==> src/rtl/reg_writeback_if.sv <==
// reg_writeback_if: write-request handshakes from ALU/memory stages plus the register-file write port
interface reg_writeback_if #(
  parameter int DATA_WIDTH = 8,
  parameter int ADDR_WIDTH = 3
);
  logic                  mem_wb_valid;
  logic                  mem_wb_ready;
  logic [ADDR_WIDTH-1:0] mem_wb_addr;
  logic [DATA_WIDTH-1:0] mem_wb_data;
  logic                  alu_wb_valid;
  logic                  alu_wb_ready;
  logic [ADDR_WIDTH-1:0] alu_wb_addr;
  logic [DATA_WIDTH-1:0] alu_wb_data;
  logic                  rf_we;
  logic [ADDR_WIDTH-1:0] rf_waddr;
  logic [DATA_WIDTH-1:0] rf_wdata;
  modport master (
    input  mem_wb_valid, mem_wb_addr, mem_wb_data,
    input  alu_wb_valid, alu_wb_addr, alu_wb_data,
    output mem_wb_ready, alu_wb_ready,
    output rf_we, rf_waddr, rf_wdata
  );
  modport slave (
    output mem_wb_valid, mem_wb_addr, mem_wb_data,
    output alu_wb_valid, alu_wb_addr, alu_wb_data,
    input  mem_wb_ready, alu_wb_ready,
    input  rf_we, rf_waddr, rf_wdata
  );
endinterface

==> src/rtl/reg_writeback.sv <==
// reg_writeback: FIFO-buffered register-file write master; define WB_BYPASS_EN for the bypass lookup
module reg_writeback #(
  parameter int DATA_WIDTH = 8,
  parameter int ADDR_WIDTH = 3,
  parameter int DEPTH      = 4,
  parameter int ZERO_REG   = 1
) (
  input  logic                     clk,
  input  logic                     rst,
  reg_writeback_if.master          wb,
  output logic [$clog2(DEPTH):0]   pending,
  input  logic [ADDR_WIDTH-1:0]    byp_addr,
  output logic                     byp_hit,
  output logic [DATA_WIDTH-1:0]    byp_data
);
  localparam int PW = $clog2(DEPTH);
  logic [ADDR_WIDTH-1:0] addr_q [DEPTH];
  logic [DATA_WIDTH-1:0] data_q [DEPTH];
  logic [PW-1:0]         head, tail;
  logic [PW:0]           cnt;
  logic                  full, push, pop, discard;
  logic [ADDR_WIDTH-1:0] push_addr;
  logic [DATA_WIDTH-1:0] push_data;
  assign full            = cnt == (PW+1)'(DEPTH);
  assign wb.mem_wb_ready = !full;
  assign wb.alu_wb_ready = !full && !wb.mem_wb_valid;
  assign push_addr       = wb.mem_wb_valid ? wb.mem_wb_addr : wb.alu_wb_addr;
  assign push_data       = wb.mem_wb_valid ? wb.mem_wb_data : wb.alu_wb_data;
  assign discard         = ZERO_REG != 0 && push_addr == '0;
  assign push            = !full && (wb.mem_wb_valid || wb.alu_wb_valid) && !discard;
  assign pop             = cnt != '0;
  assign pending         = cnt;
  // entry storage needs no reset; only the pointers define validity
  always_ff @(posedge clk) begin
    if (push) begin
      addr_q[tail] <= push_addr;
      data_q[tail] <= push_data;
    end
  end
  // pointers, occupancy and the registered register-file write port
  always_ff @(posedge clk or posedge rst) begin
    if (rst) begin
      head        <= '0;
      tail        <= '0;
      cnt         <= '0;
      wb.rf_we    <= 1'b0;
      wb.rf_waddr <= '0;
      wb.rf_wdata <= '0;
    end else begin
      if (push) tail <= tail + 1'b1;
      if (pop) begin
        head        <= head + 1'b1;
        wb.rf_waddr <= addr_q[head];
        wb.rf_wdata <= data_q[head];
      end
      wb.rf_we <= pop;
      cnt      <= cnt + (PW+1)'(push) - (PW+1)'(pop);
    end
  end
`ifdef WB_BYPASS_EN
  // scan oldest to newest so the newest match overrides; rf_* is older than any queued entry
  always_comb begin
    byp_hit  = 1'b0;
    byp_data = '0;
    if (wb.rf_we && wb.rf_waddr == byp_addr) begin
      byp_hit  = 1'b1;
      byp_data = wb.rf_wdata;
    end
    for (int i = 0; i < DEPTH; i++) begin
      if ((PW+1)'(i) < cnt && addr_q[head + PW'(i)] == byp_addr) begin
        byp_hit  = 1'b1;
        byp_data = data_q[head + PW'(i)];
      end
    end
    if (ZERO_REG != 0 && byp_addr == '0) begin
      byp_hit  = 1'b0;
      byp_data = '0;
    end
  end
`else
  logic unused_byp;
  assign unused_byp = ^byp_addr;
  assign byp_hit    = 1'b0;
  assign byp_data   = '0;
`endif
endmodule

==> src/flat_wrapper.sv <==
// flat-port wrapper written by rule: the top's interface ports become plain ports
module reg_writeback_flat 
#(
  parameter int DATA_WIDTH = 8,
  parameter int ADDR_WIDTH = 3,
  parameter int DEPTH      = 4,
  parameter int ZERO_REG   = 1
)
  (clk, rst, pending, byp_addr, byp_hit, byp_data, wb_mem_wb_valid, wb_mem_wb_addr, wb_mem_wb_data, wb_alu_wb_valid, wb_alu_wb_addr, wb_alu_wb_data, wb_mem_wb_ready, wb_alu_wb_ready, wb_rf_we, wb_rf_waddr, wb_rf_wdata);
  reg_writeback_if #(.DATA_WIDTH(DATA_WIDTH), .ADDR_WIDTH(ADDR_WIDTH)) wb_i ();
  input  logic clk;
  input  logic rst;
  output logic [$clog2(DEPTH):0] pending;
  input  logic [ADDR_WIDTH-1:0] byp_addr;
  output logic byp_hit;
  output logic [DATA_WIDTH-1:0] byp_data;
  input wire logic [$bits(wb_i.mem_wb_valid)-1:0] wb_mem_wb_valid;
  input wire logic [$bits(wb_i.mem_wb_addr)-1:0] wb_mem_wb_addr;
  input wire logic [$bits(wb_i.mem_wb_data)-1:0] wb_mem_wb_data;
  input wire logic [$bits(wb_i.alu_wb_valid)-1:0] wb_alu_wb_valid;
  input wire logic [$bits(wb_i.alu_wb_addr)-1:0] wb_alu_wb_addr;
  input wire logic [$bits(wb_i.alu_wb_data)-1:0] wb_alu_wb_data;
  output wire logic [$bits(wb_i.mem_wb_ready)-1:0] wb_mem_wb_ready;
  output wire logic [$bits(wb_i.alu_wb_ready)-1:0] wb_alu_wb_ready;
  output wire logic [$bits(wb_i.rf_we)-1:0] wb_rf_we;
  output wire logic [$bits(wb_i.rf_waddr)-1:0] wb_rf_waddr;
  output wire logic [$bits(wb_i.rf_wdata)-1:0] wb_rf_wdata;
  assign wb_i.mem_wb_valid = wb_mem_wb_valid;
  assign wb_i.mem_wb_addr = wb_mem_wb_addr;
  assign wb_i.mem_wb_data = wb_mem_wb_data;
  assign wb_i.alu_wb_valid = wb_alu_wb_valid;
  assign wb_i.alu_wb_addr = wb_alu_wb_addr;
  assign wb_i.alu_wb_data = wb_alu_wb_data;
  assign wb_mem_wb_ready = wb_i.mem_wb_ready;
  assign wb_alu_wb_ready = wb_i.alu_wb_ready;
  assign wb_rf_we = wb_i.rf_we;
  assign wb_rf_waddr = wb_i.rf_waddr;
  assign wb_rf_wdata = wb_i.rf_wdata;
  reg_writeback #(.DATA_WIDTH(DATA_WIDTH), .ADDR_WIDTH(ADDR_WIDTH), .DEPTH(DEPTH), .ZERO_REG(ZERO_REG)) u_core (.clk(clk), .rst(rst), .wb(wb_i), .pending(pending), .byp_addr(byp_addr), .byp_hit(byp_hit), .byp_data(byp_data));
endmodule
==> config.mk <==
export PLATFORM = sky130hd
export DESIGN_NAME = reg_writeback_flat
export DESIGN_NICKNAME = d
export VERILOG_FILES = /design/src/rtl/reg_writeback_if.sv /design/src/rtl/reg_writeback.sv /design/src/flat_wrapper.sv
export SDC_FILE = /design/constraint.sdc
export NUM_CORES = 1
export LEC_CHECK = 0
export ABC_AREA = 1
export CAP_MARGIN = 20
export CORE_MARGIN = 3
export CORE_UTILIZATION = 45
export DETAILED_ROUTE_END_ITERATION = 8
export PLACE_DENSITY_LB_ADDON = 0.15
export SLEW_MARGIN = 40
export SYNTH_ARGS = -nofsm -noshare
export SYNTH_HDL_FRONTEND = slang
export SYNTH_SLANG_ARGS = --single-unit
==> constraint.sdc <==
create_clock -name clk -period 4.7 [get_ports clk]
set_input_delay 0.94 -clock clk [delete_from_list [all_inputs] [get_ports clk]]
set_output_delay 0.94 -clock clk [all_outputs]
set_load 0.005 [all_outputs]
==> results.py <==
metrics = {
    "sta": {
        "worstMarginPinSlew_ns": 0.6833,
        "skew_ns": 0.008401,
        "max_freq_mhz": 297.2,
        "rsz0062_at_grt": "false",
        "fin_crit_sh": 0.7159,
        "worst_slew_margin_rel": 0.5416,
        "fin_crit_ns": 3.365,
        "drv_slew": 0,
        "hold_ws_ns": 0.4794,
        "setup_viol": 0,
        "setup_tns_ns": 0,
        "hold_viol": 0,
    },
    "power": {
        "power_density_nw_per_um2": 608.8,
        "internal_power_mw": 1.369,
        "p_leak_nw": 1.489,
        "pwr-share-comb": 0.349,
        "ir_worst_vdd_mv": 0.2863,
        "power_frac_clock": 0.206,
        "p_switching_mw": 0.7414,
        "pwr-share-seq": 0.446,
        "sw_frac_of_total": 0.3513,
    },
    "finish": {
        "multi_input_comb_area_sq_um": 877.1,
        "seqCellArea_sq_um": 1798,
        "diodes": 0,
        "area_delta_synth_final_pct": 19.90,
        "utilization": 0.5720,
        "fillCellCount": 541,
        "nNetsFinal": 359,
        "drive_above_1_share": 0.08537,
    },
    "synth": {
        "ys_types": 25,
        "ys_ff_latch": 63,
        "ys.warnings.count": 0,
        "ys_seq_area_frac": 0.6214,
        "syn_inst": 282,
        "netlist_area_sq_um": 2892,
        "syn_avg_cell_area_sq_um": 10.25,
    },
    "global_route": {
        "use_met1": 0.2259,
        "track_usage": 0.1599,
        "grt_busiest_layer": "met2",
        "grt.overflow.total": 0,
        "grt_max_degree": 26,
        "grt_pass1_vias": 1785,
        "gr-usage-met3": 0.03170,
        "grt_pass1_wl_um": 8873,
        "grt.met2_usage": 0.2313,
        "antenna_found_initial": 0,
    },
    "detailed_routing": {
        "firstDrtPassIters": 4,
        "viasPerCell": 4.600,
        "wl_per_cell_um": 12.79,
        "antenna_left": 0,
        "wl_um": 5154,
        "drt-initial-drc-count": 171,
        "vias": 1854,
        "drc": 0,
    },
    "outcome": {
        "status": "finished, final reports clean",
    },
    "clock_network": {
        "insertion_delay_ns": 0.33,
        "post_cts.repair.setup_buffers": 0,
        "cts_tree": "yes",
        "clkSinkCount": 63,
        "cts_htree_levels": 3,
        "clk_root_buffer_cell": "clkbuf_8",
        "clkTransAtPathRegs_ns": 0.06,
        "clockBufferDepth": 2,
        "hold_buffers": 0,
        "cts_resized": 0,
        "cts_buffers": 9,
    },
    "worst_hold_path": {
        "hp-class": "flip-flop to flip-flop",
    },
    "critical_path": {
        "crit_path_max_fanout": 14,
        "worstPathArrival_ns": 2.42,
        "start_kind": "input pin",
        "critPathRequiredTime_ns": 3.76,
        "critPathCaptureType": "output pin",
        "critical_path_class": "input pin to output pin",
    },
    "floorplan": {
        "floorplan.io_pins": 55,
        "num_rows": 28,
        "die_area_sq_um": 7424,
        "fp.dieW_um": 86.16,
        "core_sq_um": 6061,
        "fp.dieH_um": 86.16,
        "initial_core_util": 0.4771,
    },
    "run": {
        "drv_cap": 0,
    },
    "placed_design": {
        "hpwlAfterDp_um": 3451,
        "gp_congestion": 0.6893,
        "portBuffers": 42,
    },
}
[power by group through the flow]
stage	clock network [mW]	logic, mW	registers, mW
6_report	0.434	0.736	0.941
2_1_floorplan	0	0.530	0.895
3_5_place_dp	0	0.749	0.953
5_1_grt	0.474	0.860	0.969
3_3_place_gp	0	0.727	0.945
4_1_cts	0.444	0.751	0.942
[critical path, cell delays in order]
cell             delay (ns)
clkdlybuf4s50_1        0.70
a21oi_1                0.25
clkdlybuf4s50_1        0.53
[area by class of cell]
cell class,count,share of cell area
clock buffer,11,0.03789
clock inverter,5,0.01407
inverter,26,0.02815
multi-input combinational,181,0.2530
sequential,63,0.5186
tap,75,0.02707
timing repair buffer,42,0.1213
[layout by cell type (no fill, tap or decap), types with 6 or more instances in the layout]
master	netlist	final
nand2_1	81	81
edfxtp_1	44	44
clkdlybuf4s50_1	0	42
nor2_1	40	40
inv_1	24	23
o21ai_0	20	20
dfrtp_1	19	18
conb_1	1	9
clkbuf_8	0	9
ha_1	6	6
[metal layers]
| layer | up-vias | part of all wire |
|---|---|---|
| met5 | - | 0 |
| met4 | 0 | 0.020 |
| met3 | 8 | 0.061 |
| met2 | 64 | 0.43 |
| met1 | 825 | 0.49 |
| li1 | 957 | - |
[cells by family after synthesis]
group                    Yosys count  synth area share
AND/OR/NAND/NOR                  139            0.2047
flip-flops                        63            0.6214
buffers and inverters             46           0.08567
AO/OA/AOI/OAI                     22           0.04197
adder cells (fa/ha/maj)            7           0.03289
XOR/XNOR                           4           0.01212
other                              1          0.001297
[state kept, by name, indices dropped and copies added, names as in the netlist]
register / flops
u_core.wb.rf_waddr: 3
u_core.addr_q: 12
u_core.pending: 3
u_core.wb.rf_wdata: 8
u_core.head: 2
u_core.wb.rf_we: 1
u_core.tail: 2
u_core.data_q: 32
[cells in the mapped netlist (all sizes together)]
cell / number / area (sq um)
nand2: 87 / 356.6
nor2: 46 / 192.7
edfxtp: 44 / 1321
inv: 26 / 97.60
o21ai: 20 / 100.1
dfrtp: 19 / 475.5
buf: 18 / 141.4
ha: 6 / 75.07
nand3: 6 / 42.54
xor2: 3 / 26.28
a21oi: 2 / 21.27
clkbuf: 2 / 8.750
conb: 1 / 3.750
fa: 1 / 20.02
xnor2: 1 / 8.760
[through the flow]
step                      area [sq um]  total power [mW]  cells  setup WS (ns)
final                             3467             2.111    403          1.335
after floorplan                   2922             1.425    290          2.400
after CTS                         3466             2.137    403          1.319
after global placement            3286             1.673    387          1.289
after global routing              3467             2.303    403          1.254
after detailed placement          3286             1.702    387          1.257
[worst paths after layout]
path	startpoint	endpoint	slack (ns)	depth (start not counted)
min in group asynchronous	rst	u_core.wb.rf_we	0.94	2
worst max-delay path	wb_mem_wb_valid	wb_alu_wb_ready	1.34	3
worst max register to register	u_core.pending[1]	u_core.pending[2]	2.57	7
worst min register to register	u_core.wb.rf_wdata[7]	u_core.wb.rf_wdata[7]	0.48	2
max in group asynchronous	rst	u_core.head[0]	3.41	2
worst min-delay path	u_core.wb.rf_wdata[7]	u_core.wb.rf_wdata[7]	0.48	2
Power figures use the tool's default switching activity.
